==> src/rtl/mips_ctrl_pkg.sv <==
// Shared encodings for the multi-cycle MIPS controller: opcodes, functs,
// ALU op codes, datapath select values and FSM state numbering.
package mips_ctrl_pkg;

    localparam logic [5:0] OP_RTYPE = 6'h00;
    localparam logic [5:0] OP_LW    = 6'h23;
    localparam logic [5:0] OP_SW    = 6'h2B;
    localparam logic [5:0] OP_BEQ   = 6'h04;
    localparam logic [5:0] OP_J     = 6'h02;
    localparam logic [5:0] OP_ADDI  = 6'h08;

    localparam logic [5:0] FN_ADD = 6'h20;
    localparam logic [5:0] FN_SUB = 6'h22;

    localparam logic [2:0] ALU_NONE = 3'b000;
    localparam logic [2:0] ALU_ADD  = 3'b010;
    localparam logic [2:0] ALU_SUB  = 3'b110;

    localparam logic [1:0] SRCB_RD2     = 2'b00;
    localparam logic [1:0] SRCB_FOUR    = 2'b01;
    localparam logic [1:0] SRCB_IMM     = 2'b10;
    localparam logic [1:0] SRCB_IMM_SH2 = 2'b11;

    localparam logic [1:0] PCSRC_ALU    = 2'b00;
    localparam logic [1:0] PCSRC_ALUOUT = 2'b01;
    localparam logic [1:0] PCSRC_JUMP   = 2'b10;

    typedef enum logic [3:0] {
        S_FETCH    = 4'd0,
        S_DECODE   = 4'd1,
        S_MEM_ADDR = 4'd2,
        S_MEM_RD   = 4'd3,
        S_MEM_WB   = 4'd4,
        S_MEM_WR   = 4'd5,
        S_R_EXEC   = 4'd6,
        S_R_WB     = 4'd7,
        S_BRANCH   = 4'd8,
        S_JUMP     = 4'd9,
        S_I_EXEC   = 4'd10,
        S_I_WB     = 4'd11
    } state_e;

    typedef enum logic [1:0] {
        ALU_CLS_ADD   = 2'b00,
        ALU_CLS_SUB   = 2'b01,
        ALU_CLS_FUNCT = 2'b10,
        ALU_CLS_NONE  = 2'b11
    } alu_cls_e;

endpackage

==> src/rtl/mips_alu_decoder.sv <==
// Maps an ALU class (add / sub / funct-driven / idle) to the 3-bit ALU op
// and flags R-type funct codes the datapath cannot execute.
module mips_alu_decoder
    import mips_ctrl_pkg::*;
(
    input  alu_cls_e   alu_cls_i,
    input  logic [5:0] funct_i,
    output logic [2:0] alu_op_o,
    output logic       funct_bad_o
);

    always_comb begin
        alu_op_o    = ALU_NONE;
        funct_bad_o = !((funct_i == FN_ADD) || (funct_i == FN_SUB));
        case (alu_cls_i)
            ALU_CLS_ADD: alu_op_o = ALU_ADD;
            ALU_CLS_SUB: alu_op_o = ALU_SUB;
            ALU_CLS_FUNCT: begin
                if (funct_i == FN_ADD)      alu_op_o = ALU_ADD;
                else if (funct_i == FN_SUB) alu_op_o = ALU_SUB;
            end
            default: alu_op_o = ALU_NONE;
        endcase
    end

endmodule

==> src/rtl/mips_multicycle_ctrl.sv <==
// Multi-cycle MIPS control FSM: sequences fetch/decode/execute/memory/writeback
// over a shared datapath and counts retired instructions.
module mips_multicycle_ctrl
    import mips_ctrl_pkg::*;
#(
    parameter int unsigned COUNT_W = 32
) (
    input  logic               clk,
    input  logic               rst_n,
    input  logic [5:0]         opcode,
    input  logic [5:0]         funct,
    input  logic               zero,
    input  logic               mem_ready,
    output logic               pc_en,
    output logic               i_or_d,
    output logic               mem_read,
    output logic               mem_write,
    output logic               ir_write,
    output logic               reg_dst,
    output logic               mem_to_reg,
    output logic               reg_write,
    output logic               alu_src_a,
    output logic [1:0]         alu_src_b,
    output logic [2:0]         alu_op,
    output logic [1:0]         pc_source,
    output logic               illegal,
    output logic [3:0]         state,
    output logic [COUNT_W-1:0] retired
);

    state_e             state_q, state_d;
    logic [COUNT_W-1:0] retired_q;
    logic               retire;
    alu_cls_e           alu_cls;
    logic [2:0]         alu_op_c;
    logic               funct_bad;

    logic       pc_en_c, i_or_d_c, mem_read_c, mem_write_c, ir_write_c;
    logic       reg_dst_c, mem_to_reg_c, reg_write_c, alu_src_a_c, illegal_c;
    logic [1:0] alu_src_b_c, pc_source_c;

    mips_alu_decoder u_alu_dec (
        .alu_cls_i   (alu_cls),
        .funct_i     (funct),
        .alu_op_o    (alu_op_c),
        .funct_bad_o (funct_bad)
    );

    always_ff @(posedge clk or negedge rst_n) begin
        if (!rst_n) begin
            state_q   <= S_FETCH;
            retired_q <= '0;
        end else begin
            state_q <= state_d;
            if (retire) retired_q <= retired_q + COUNT_W'(1);
        end
    end

    always_comb begin
        state_d      = state_q;
        retire       = 1'b0;
        alu_cls      = ALU_CLS_NONE;
        pc_en_c      = 1'b0;
        i_or_d_c     = 1'b0;
        mem_read_c   = 1'b0;
        mem_write_c  = 1'b0;
        ir_write_c   = 1'b0;
        reg_dst_c    = 1'b0;
        mem_to_reg_c = 1'b0;
        reg_write_c  = 1'b0;
        alu_src_a_c  = 1'b0;
        alu_src_b_c  = SRCB_RD2;
        pc_source_c  = PCSRC_ALU;
        illegal_c    = 1'b0;

        case (state_q)
            S_FETCH: begin
                mem_read_c  = 1'b1;
                alu_src_b_c = SRCB_FOUR;
                alu_cls     = ALU_CLS_ADD;
                ir_write_c  = mem_ready;
                pc_en_c     = mem_ready;
                if (mem_ready) state_d = S_DECODE;
            end
            S_DECODE: begin
                alu_src_b_c = SRCB_IMM_SH2;
                alu_cls     = ALU_CLS_ADD;
                case (opcode)
                    OP_LW, OP_SW: state_d = S_MEM_ADDR;
                    OP_BEQ:       state_d = S_BRANCH;
                    OP_J:         state_d = S_JUMP;
                    OP_ADDI:      state_d = S_I_EXEC;
                    OP_RTYPE: begin
                        if (funct_bad) begin
                            illegal_c = 1'b1;
                            state_d   = S_FETCH;
                        end else begin
                            state_d = S_R_EXEC;
                        end
                    end
                    default: begin
                        illegal_c = 1'b1;
                        state_d   = S_FETCH;
                    end
                endcase
            end
            S_MEM_ADDR: begin
                alu_src_a_c = 1'b1;
                alu_src_b_c = SRCB_IMM;
                alu_cls     = ALU_CLS_ADD;
                state_d     = (opcode == OP_LW) ? S_MEM_RD : S_MEM_WR;
            end
            S_MEM_RD: begin
                mem_read_c = 1'b1;
                i_or_d_c   = 1'b1;
                if (mem_ready) state_d = S_MEM_WB;
            end
            S_MEM_WB: begin
                reg_write_c  = 1'b1;
                mem_to_reg_c = 1'b1;
                retire       = 1'b1;
                state_d      = S_FETCH;
            end
            S_MEM_WR: begin
                mem_write_c = 1'b1;
                i_or_d_c    = 1'b1;
                if (mem_ready) begin
                    retire  = 1'b1;
                    state_d = S_FETCH;
                end
            end
            S_R_EXEC: begin
                alu_src_a_c = 1'b1;
                alu_cls     = ALU_CLS_FUNCT;
                state_d     = S_R_WB;
            end
            S_R_WB: begin
                reg_write_c = 1'b1;
                reg_dst_c   = 1'b1;
                retire      = 1'b1;
                state_d     = S_FETCH;
            end
            S_BRANCH: begin
                alu_src_a_c = 1'b1;
                alu_cls     = ALU_CLS_SUB;
                pc_source_c = PCSRC_ALUOUT;
                pc_en_c     = zero;
                retire      = 1'b1;
                state_d     = S_FETCH;
            end
            S_JUMP: begin
                pc_source_c = PCSRC_JUMP;
                pc_en_c     = 1'b1;
                retire      = 1'b1;
                state_d     = S_FETCH;
            end
            S_I_EXEC: begin
                alu_src_a_c = 1'b1;
                alu_src_b_c = SRCB_IMM;
                alu_cls     = ALU_CLS_ADD;
                state_d     = S_I_WB;
            end
            S_I_WB: begin
                reg_write_c = 1'b1;
                retire      = 1'b1;
                state_d     = S_FETCH;
            end
            default: state_d = S_FETCH;
        endcase
    end

    // The reset state is FETCH, whose Moore outputs are non-zero, so every
    // control output is gated by rst_n to stay quiet while reset is held.
    assign pc_en      = rst_n & pc_en_c;
    assign i_or_d     = rst_n & i_or_d_c;
    assign mem_read   = rst_n & mem_read_c;
    assign mem_write  = rst_n & mem_write_c;
    assign ir_write   = rst_n & ir_write_c;
    assign reg_dst    = rst_n & reg_dst_c;
    assign mem_to_reg = rst_n & mem_to_reg_c;
    assign reg_write  = rst_n & reg_write_c;
    assign alu_src_a  = rst_n & alu_src_a_c;
    assign illegal    = rst_n & illegal_c;
    assign alu_src_b  = rst_n ? alu_src_b_c : '0;
    assign alu_op     = rst_n ? alu_op_c    : '0;
    assign pc_source  = rst_n ? pc_source_c : '0;

    assign state   = state_q;
    assign retired = retired_q;

endmodule

==> config.mk <==
export PLATFORM = sky130hd
export DESIGN_NAME = mips_multicycle_ctrl
export DESIGN_NICKNAME = d
export VERILOG_FILES = /design/src/rtl/mips_ctrl_pkg.sv /design/src/rtl/mips_alu_decoder.sv /design/src/rtl/mips_multicycle_ctrl.sv
export SDC_FILE = /design/constraint.sdc
export NUM_CORES = 1
export LEC_CHECK = 0
export ABC_AREA = 1
export CORE_MARGIN = 4
export CORE_UTILIZATION = 35
export CTS_BUF_LIST = sky130_fd_sc_hd__clkbuf_8
export DETAILED_ROUTE_END_ITERATION = 16
export PLACE_DENSITY = 0.59
export SLEW_MARGIN = 0
export SYNTH_ARGS = -nofsm -noshare
export SYNTH_HDL_FRONTEND = slang
export SYNTH_SLANG_ARGS = --single-unit
==> constraint.sdc <==
create_clock -name clk -period 2.8 [get_ports clk]
set_input_delay 0.28 -clock clk [delete_from_list [all_inputs] [get_ports clk]]
set_output_delay 0.28 -clock clk [all_outputs]
set_load 0.005 [all_outputs]
==> results of run 1 <==
[logic make-up (layout without fill, tap and decap cells)]
kind of cell,Yosys count,count (layout),share of synthesized area
fa+ha+maj,1,1,0.00465
flops,36,36,0.335
compound gates,21,21,0.0451
simple gates,313,313,0.479
other cells,1,1,0.00139
xor+xnor,12,12,0.0391
buf+inv,58,127,0.0962
[routing by layer]
layer  global-route usage  routed length [µm]
met1                0.225                3510
met2                0.286                3560
met3               0.0407                 369
met4               0.0391                  83
met5                    0                   0
[final cells by class]
type	instances	area [µm²]	area share
clock inverter	3	38.8	0.0110
clock buffer	5	68.8	0.0195
multi-input combinational	348	1530	0.433
timing repair buffer	69	683	0.193
tap	99	124	0.0350
inverter	50	190	0.0538
sequential	36	901	0.255
[state kept, by name, indices dropped and copies added, names as in the netlist]
register,flops
state,4
retired,32
[power by group]
| group | total (mW) | switching, mW | internal, mW |
|---|---|---|---|
| registers | 0.616 | 0.0558 | 0.560 |
| logic | 0.413 | 0.213 | 0.199 |
| clock network | 0.456 | 0.195 | 0.261 |
| total | 1.48 | 0.464 | 1.02 |
[final timing paths]
path                                     to  slack (ns)  cells past startpoint
min in group clk                 retired[2]        0.53                      2
worst min-delay path             retired[7]        0.47                      2
max in group asynchronous       retired[26]        1.70                      3
worst max-delay path                reg_dst        0.22                      5
worst max register to register  retired[22]        1.04                      8
worst min register to register   retired[2]        0.53                      2
[stage by stage]
step	std cells	instance area [µm²]	utilization
2_1_floorplan	442	2690	-
3_3_place_gp	601	3420	0.464
3_5_place_dp	601	3420	0.464
4_1_cts	610	3540	0.480
5_1_grt	610	3540	0.480
6_report	610	3540	0.480
[layout by cell type (no fill, tap or decap), types with 2 or more instances in the layout]
master           count
nand2_1            188
nor2_1              74
clkdlybuf4s50_1     66
inv_1               48
dfrtp_1             36
nand3_1             26
xor2_1              11
o21ai_0              6
nand4_1              6
o21ai_1              6
a21oi_1              5
clkbuf_8             5
nor3_1               3
nor2_2               3
inv_2                2
nand2_2              2
a31oi_1              2
nor2_4               2
and2_1               2
nand3b_1             2
==> out/qor.csv, run 1 <==
metric,value,unit
syn_to_final_growth,31.4,%
yosysMostFrequentCell,nand2_1,
cts_resized,0,
wire_per_inst,12.3,µm
finalPower,1.48,mW
yosysSeqAreaShare,0.335,
crit_arrival,2.30,ns
grt_pass1_wl,12.4,mm
synth_cell_types,33,
synth_edf_count,0,
period_needed,2.58,ns
cpPeakStageDelay,0.53,ns
maxCapViolations,0,
hpwlAfterDp,5.97,mm
leakagePower,1.61,nW
rsz0062_at_grt,false,
worstSetupPathType,input port to output port,
post-cts-setup-buffers,0,
fin_tns_setup,0,ns
first_iter_violations,130,
die-area,9160,µm²
cp.required,2.52,ns
start_kind,input port,
fin_nets,527,
root_buffer,clkbuf_8,
drc,0,
clk_latency,0.29,ns
synthArstFlopShare,1.00,
crit_chain,"dlygate4sd3_1, buf_2, inv_1, nor3_1, clkdlybuf4s50_1",
status,"complete, no violations",
setup_viol,0,
crit_family,buffers and inverters,
h-tree-depth,2,
rows,31,
ys_ff_latch,36,
cts_buffers,5,
antenna_found_initial,0,
final_antenna_net_count,0,
synth_cells,442,
clock_sinks,36,
yosysWarnings,0,
r2r-start,retired[0],
drive_gt1_frac,0.0431,
ios,69,
worst-path-buf-inv,4,
core_area,7370,µm²
wirelength,7.53,mm
gp_congestion,0.951,
critPathSlowestCell,clkdlybuf4s50_1,
via_count,2877,
io_buffers,67,
yosysTopAreaCellShare,0.335,
tritoncts,yes,
pre_cts_slack,0.577,ns
post_drt_via_cell_ratio,4.72,
final.period_utilization,0.920,
hold_viol,0,
grt_remaining_overflow,0,
die_y,95.7,µm
grt_max_degree,44,
critPathLaunch,rst_n,
nFillCells,784,
cts_max_path_buffers,2,
die_x,95.7,µm
ys_top_cells_by_area,"dfrtp_1 33%, nand2_1 26%, nor2_1 10%",
grt_pass1_vias,2651,
slew_violations,0,
grt_use_total,0.171,
path_max_fanout,19,
synth_top_area_cell,dfrtp_1,
diodes,0,
ys.flop_type,dfrtp_1,
worst_hold_slack,0.469,ns
finalClockSkew,0.00622,ns
vdd_drop_max,0.000298,V
holdBufCountCts,1,
initial_utilization,0.365,
synth_area_per_cell,6.09,µm²
syn_area,2690,µm²
first_pass_iters,4,
crit_path_end_kind,output port,
pwr_density_cell,420,nW/µm²
fmax,388,MHz
hold_class,input port to async pin,
timing.final.ws_setup,0.224,ns
synth_fp_nets,459,
synth_common_cells,"188 x nand2_1, 74 x nor2_1, 47 x inv_1, 36 x dfrtp_1, 26 x nand3_1",
clk_pin_slew,0.07,ns
(Power assumes the default switching activity.)
==> run 2, diff against run 1 <==
--- a/config.mk
+++ b/config.mk
@@ -14,4 +14,5 @@
 export SLEW_MARGIN = 0
 export SYNTH_ARGS = -nofsm -noshare
 export SYNTH_HDL_FRONTEND = slang
+export SYNTH_HIERARCHICAL = 1
 export SYNTH_SLANG_ARGS = --single-unit
==> constraint.sdc (replaced) <==
create_clock -name clk -period 3.3 [get_ports clk]
set_input_delay 0.33 -clock clk [delete_from_list [all_inputs] [get_ports clk]]
set_output_delay 0.33 -clock clk [all_outputs]
set_load 0.005 [all_outputs]
==> out/qor.csv, run 2 <==
metric,value,unit,change
wirelength,7.79,mm,was 7.53 mm
post-cts-setup-buffers,0,,unchanged
status,"complete, no violations",,unchanged
critPathLaunch,rst_n,,unchanged
grt_pass1_vias,2726,,was 2651
ys_ff_latch,36,,unchanged
synth_area_per_cell,5.85,µm²,was 6.09 µm²
cts_resized,0,,unchanged
holdBufCountCts,1,,unchanged
die_x,96.3,µm,was 95.7 µm
synthArstFlopShare,1.00,,unchanged
synth_cell_types,26,,was 33
hold_class,input port to async pin,,unchanged
final_area,3570,µm²,was 3540 µm²
cts_max_path_buffers,2,,unchanged
grt_max_degree,26,,was 44
crit_arrival,2.38,ns,was 2.30 ns
io_buffers,67,,unchanged
yosysTopAreaCellShare,0.330,,was 0.335
multi_input_area,1550,µm²,was 1530 µm²
r2r-start,state[1],,was retired[0]
clk_pin_slew,0.07,ns,about the same
fin_tns_setup,0,ns,unchanged
syn_area,2730,µm²,was 2690 µm²
start_kind,input port,,unchanged
layout.cells.non_filler,635,,was 610
ys_top_cells_by_area,"dfrtp_1 33%, nand2_1 28%, nor2_1 11%",,"was dfrtp_1 33%, nand2_1 26%, nor2_1 10%"
leakagePower,1.67,nW,was 1.61 nW
diodes,0,,unchanged
drive_gt1_frac,0.0448,,was 0.0431
hpwlAfterDp,6.12,mm,was 5.97 mm
synth_common_cells,"207 x nand2_1, 77 x nor2_1, 51 x inv_1, 36 x dfrtp_1, 24 x nand3_1",,"was 188 x nand2_1, 74 x nor2_1, 47 x inv_1, 36 x dfrtp_1, 26 x nand3_1"
dpl_cell_area,3470,µm²,was 3420 µm²
first_pass_iters,4,,unchanged
fmax,369,MHz,
utilization,0.482,,was 0.480
pwr_density_cell,353,nW/µm²,was 420 nW/µm²
post_drt_via_cell_ratio,4.66,,was 4.72
worst_hold_slack,0.515,ns,was 0.469 ns
h-tree-depth,2,,unchanged
path_max_fanout,17,,was 19
clk_latency,0.29,ns,about the same
largest_register_ffs,32,,unchanged
drc,0,,unchanged
vdd_drop_max,0.000186,V,was 0.000298 V
yosysMostFrequentCell,nand2_1,,unchanged
final.period_utilization,0.821,,
dp_cells,626,,was 601
final_cell_mix,"207 x nand2_1, 77 x nor2_1, 66 x clkdlybuf4s50_1",,"was 188 x nand2_1, 74 x nor2_1, 66 x clkdlybuf4s50_1"
tritoncts,yes,,unchanged
slew_violations,0,,unchanged
yosysWarnings,6,,was 0
crit_chain,"dlygate4sd3_1, buf_2, inv_1, nor3_1, clkdlybuf4s50_1",,unchanged
final-seq-area,901,µm²,unchanged
critPathSlowestCell,clkdlybuf4s50_1,,unchanged
nFillCells,777,,was 784
hold_viol,0,,unchanged
maxCapViolations,0,,unchanged
grt_remaining_overflow,0,,unchanged
setup_viol,0,,unchanged
synth_cells,467,,was 442
finalClockSkew,0.00764,ns,was 0.00622 ns
gp_congestion,0.946,,was 0.951
antenna_found_initial,0,,unchanged
core_area,7410,µm²,was 7370 µm²
final_antenna_net_count,0,,unchanged
grt_use_total,0.181,,was 0.171
cpPeakStageDelay,0.56,ns,was 0.53 ns
wire_per_inst,12.3,µm,about the same
fin_nets,552,,was 527
grt_pass1_wl,13.1,mm,was 12.4 mm
period_needed,2.71,ns,
yosysSeqAreaShare,0.330,,was 0.335
syn_to_final_growth,30.8,%,was 31.4%
cp.required,2.97,ns,was 2.52 ns
worstSetupPathType,input port to output port,,unchanged
ys.flop_type,dfrtp_1,,unchanged
rsz0062_at_grt,false,,unchanged
first_iter_violations,216,,was 130
layout_commonest_cell,nand2_1,,unchanged
root_buffer,clkbuf_8,,unchanged
synth_fp_nets,484,,was 459
die_y,96.3,µm,was 95.7 µm
synth_edf_count,0,,unchanged
ios,69,,unchanged
clock_sinks,36,,unchanged
die-area,9280,µm²,was 9160 µm²
synth_top_area_cell,dfrtp_1,,unchanged
cts_buffers,5,,unchanged
crit_path_end_kind,output port,,unchanged
via_count,2962,,was 2877
initial_utilization,0.369,,was 0.365
rows,31,,unchanged
[run 2: changes by cell type in the layout (fill, tap and decap cells not counted), moves of 3 or more]
| cell | before | now |
|---|---|---|
| nand2_1 | 188 | 207 |
| inv_2 | 2 | 6 |
| nor3_1 | 3 | 7 |
| inv_1 | 48 | 51 |
| nor2_1 | 74 | 77 |
| o21ai_0 | 6 | 9 |
[run 2: logic make-up (layout without fill, tap and decap cells)]
family | count (synthesis) | in the layout | share of synthesized area
buf+inv | 66 | 135 | 0.103
fa+ha+maj | 1 | 1 | 0.00458
flops | 36 | 36 | 0.330
simple gates | 328 | 328 | 0.478
compound gates | 23 | 23 | 0.0454
xor+xnor | 12 | 12 | 0.0385
other cells | 1 | 1 | 0.00137
[run 2: critical path: cells and delay by family]
family | cells | cell delay [ns]
buffers and inverters | 4 | 1.76
AND/OR/NAND/NOR | 1 | 0.28
[run 2: cell type report]
| cell class | instances | area share |
|---|---|---|
| multi-input combinational | 365 | 0.434 |
| sequential | 36 | 0.252 |
| timing repair buffer | 70 | 0.193 |
| inverter | 57 | 0.0599 |
| tap | 99 | 0.0347 |
| clock buffer | 6 | 0.0231 |
| clock inverter | 2 | 0.00280 |
[run 2: where the power goes]
group | switching (mW) | total, mW | internal [mW]
Combinational | 0.217 | 0.399 | 0.182
Sequential | 0.0497 | 0.526 | 0.476
Clock | 0.169 | 0.336 | 0.167
Total | 0.436 | 1.26 | 0.825
[run 2: worst paths after layout]
path	slack, ns	cells past startpoint	end
max	0.59	5	reg_dst
min	0.51	2	state[1]
max reg2reg	1.41	7	retired[6]
min reg2reg	0.54	2	retired[2]
max in group asynchronous	2.12	3	retired[16]
min in group clk	0.54	2	retired[2]
[run 2: per-layer routing]
metal | track usage | wire length (µm)
met5 | 0 | 0
met4 | 0.0409 | 50
met3 | 0.0375 | 430
met2 | 0.285 | 3470
met1 | 0.255 | 3840
[run 2: per-stage QoR]
| stage | total power, mW | worst slack, ns |
|---|---|---|
| global placement | 0.938 | 1.06 |
| floorplan | 0.741 | 1.66 |
| detailed placement | 0.933 | 1.01 |
| CTS | 1.28 | 0.502 |
| global route | 1.35 | 0.376 |
| finish | 1.26 | 0.589 |
==> run 3, diff against run 2 <==
--- a/config.mk
+++ b/config.mk
@@ -10,7 +10,7 @@
 export CORE_UTILIZATION = 35
 export CTS_BUF_LIST = sky130_fd_sc_hd__clkbuf_8
 export DETAILED_ROUTE_END_ITERATION = 16
-export PLACE_DENSITY = 0.59
+export PLACE_DENSITY = 0.62
 export SLEW_MARGIN = 0
 export SYNTH_ARGS = -nofsm -noshare
 export SYNTH_HDL_FRONTEND = slang
==> constraint.sdc (replaced) <==
create_clock -name clk -period 2.2 [get_ports clk]
set_input_delay 0.22 -clock clk [delete_from_list [all_inputs] [get_ports clk]]
set_output_delay 0.22 -clock clk [all_outputs]
set_load 0.005 [all_outputs]
==> out/qor.csv, run 3 (synthesized netlist as in run 2, its figures left out) <==
metric,value,unit,change
status,"complete, no violations",,unchanged
final_antenna_net_count,0,,unchanged
grt_max_degree,33,,was 26
worstRegToRegCells,7,,unchanged
wire_per_inst,12.1,µm,was 12.3 µm
post_drt_via_cell_ratio,4.68,,was 4.66
first_iter_violations,136,,was 216
ios,69,,unchanged
antenna_found_initial,0,,unchanged
fin_nets,563,,was 552
worst_hold_slack,0.0817,ns,was 0.515 ns
clk_pin_slew,0.07,ns,about the same
pwr_density_cell,517,nW/µm²,was 353 nW/µm²
leakagePower,1.78,nW,was 1.67 nW
grt_pass1_wl,13.0,mm,was 13.1 mm
drc,0,,unchanged
cts_max_path_buffers,2,,unchanged
cp.required,1.98,ns,was 2.97 ns
start_kind,register,,was input port
worstSetupPathType,register to output port,,was input port to output port
setup_viol,0,,unchanged
via_count,3018,,was 2962
gp_congestion,0.899,,was 0.946
root_buffer,clkbuf_8,,unchanged
layout_commonest_cell,nand2_1,,unchanged
hold_class,input port to async pin,,unchanged
initial_utilization,0.369,,unchanged
maxCapViolations,0,,unchanged
period_needed,2.18,ns,
fmax,458,MHz,
io_buffers,67,,unchanged
dp_cells,631,,was 626
finalClockSkew,0.00434,ns,was 0.00764 ns
cts_buffers,5,,unchanged
clk_latency,0.29,ns,about the same
diodes,0,,unchanged
layout.cells.non_filler,645,,was 635
clock_sinks,36,,unchanged
die-area,9280,µm²,unchanged
path_max_fanout,3,,was 17
rows,31,,unchanged
largest_register_ffs,32,,unchanged
die_x,96.3,µm,unchanged
wirelength,7.81,mm,was 7.79 mm
tritoncts,yes,,unchanged
h-tree-depth,2,,unchanged
grt_remaining_overflow,0,,unchanged
drive_gt1_frac,0.0897,,was 0.0448
slew_violations,0,,unchanged
die_y,96.3,µm,unchanged
grt_use_total,0.180,,was 0.181
first_pass_iters,5,,was 4
syn_to_final_growth,35.9,%,was 30.8%
rsz0062_at_grt,true,,was false
core_area,7410,µm²,unchanged
vdd_drop_max,0.000294,V,was 0.000186 V
final_cell_mix,"204 x nand2_1, 72 x nor2_1, 62 x clkdlybuf4s50_1",,"was 207 x nand2_1, 77 x nor2_1, 66 x clkdlybuf4s50_1"
hpwlAfterDp,6.01,mm,was 6.12 mm
crit_path_end_kind,output port,,unchanged
crit_arrival,1.96,ns,was 2.38 ns
final.period_utilization,0.993,,
hold_viol,0,,unchanged
grt_pass1_vias,2855,,was 2726
==> run 3: where the power goes <==
part           internal (mW)  total [mW]  switching, mW
Clock                  0.211       0.452          0.242
Sequential             0.717       0.793         0.0756
Combinational          0.323       0.674          0.350
Total                   1.25        1.92          0.668
==> run 3: path summary, 6_finish.rpt <==
path	startpoint	endpoint	slack, ns
worst max-delay path	state[2]	alu_op[1]	0.02
worst min-delay path	rst_n	retired[0]	0.08
worst max register to register	state[2]	retired[6]	0.34
worst min register to register	retired[2]	retired[2]	0.54
max in group asynchronous	rst_n	state[3]	1.56
min in group clk	retired[2]	retired[2]	0.54
==> run 3: through the flow <==
step	instance area [µm²]	utilization	total power [mW]	TNS, ns	setup slack [ns]
3_3_place_gp	3510	0.473	1.41	0	0.195
2_1_floorplan	2730	-	1.11	0	0.666
3_5_place_dp	3510	0.473	1.41	0	0.162
6_report	3710	0.501	1.92	0	0.0155
5_1_grt	3710	0.501	2.05	-0.225	-0.126
4_1_cts	3690	0.498	1.94	0	0.0158
==> run 3: area by class of cell <==
type                       count  area [µm²]
clock inverter                 2        8.76
sequential                    36         905
clock buffer                   5        68.8
inverter                      57         216
tap                           99         124
multi-input combinational    365        1600
timing repair buffer          81         783
fill                         745        3700
==> run 3: timing repair <==
action,CTS,global route
hold endpoints to repair,4,0
hold buffers,1,0
pin swaps,3,0
endpoints found under the setup margin,3,7
gates resized for setup,20,6
setup buffers,6,0
==> run 3: critical path, stage by stage (launching register included) <==
cell and delay [ns]:
dfrtp_1 0.42, nor2_2 0.16, inv_2 0.08, nor2_4 0.15, nor3_4 0.06, inv_1 0.06
nand4_1 0.08, nand2_1 0.07, nand2_1 0.05, inv_1 0.05, clkdlybuf4s50_1 0.50
==> run 3: routing by layer <==
metal  share of wire  up-vias  global-route usage  wire length [µm]
met3           0.058       11              0.0313               450
met1            0.48     1334               0.243              3760
met5               0        -                   0                 0
met4           0.012        0              0.0666                93
met2            0.45       93               0.288              3500
li1                -     1580                   -                 -
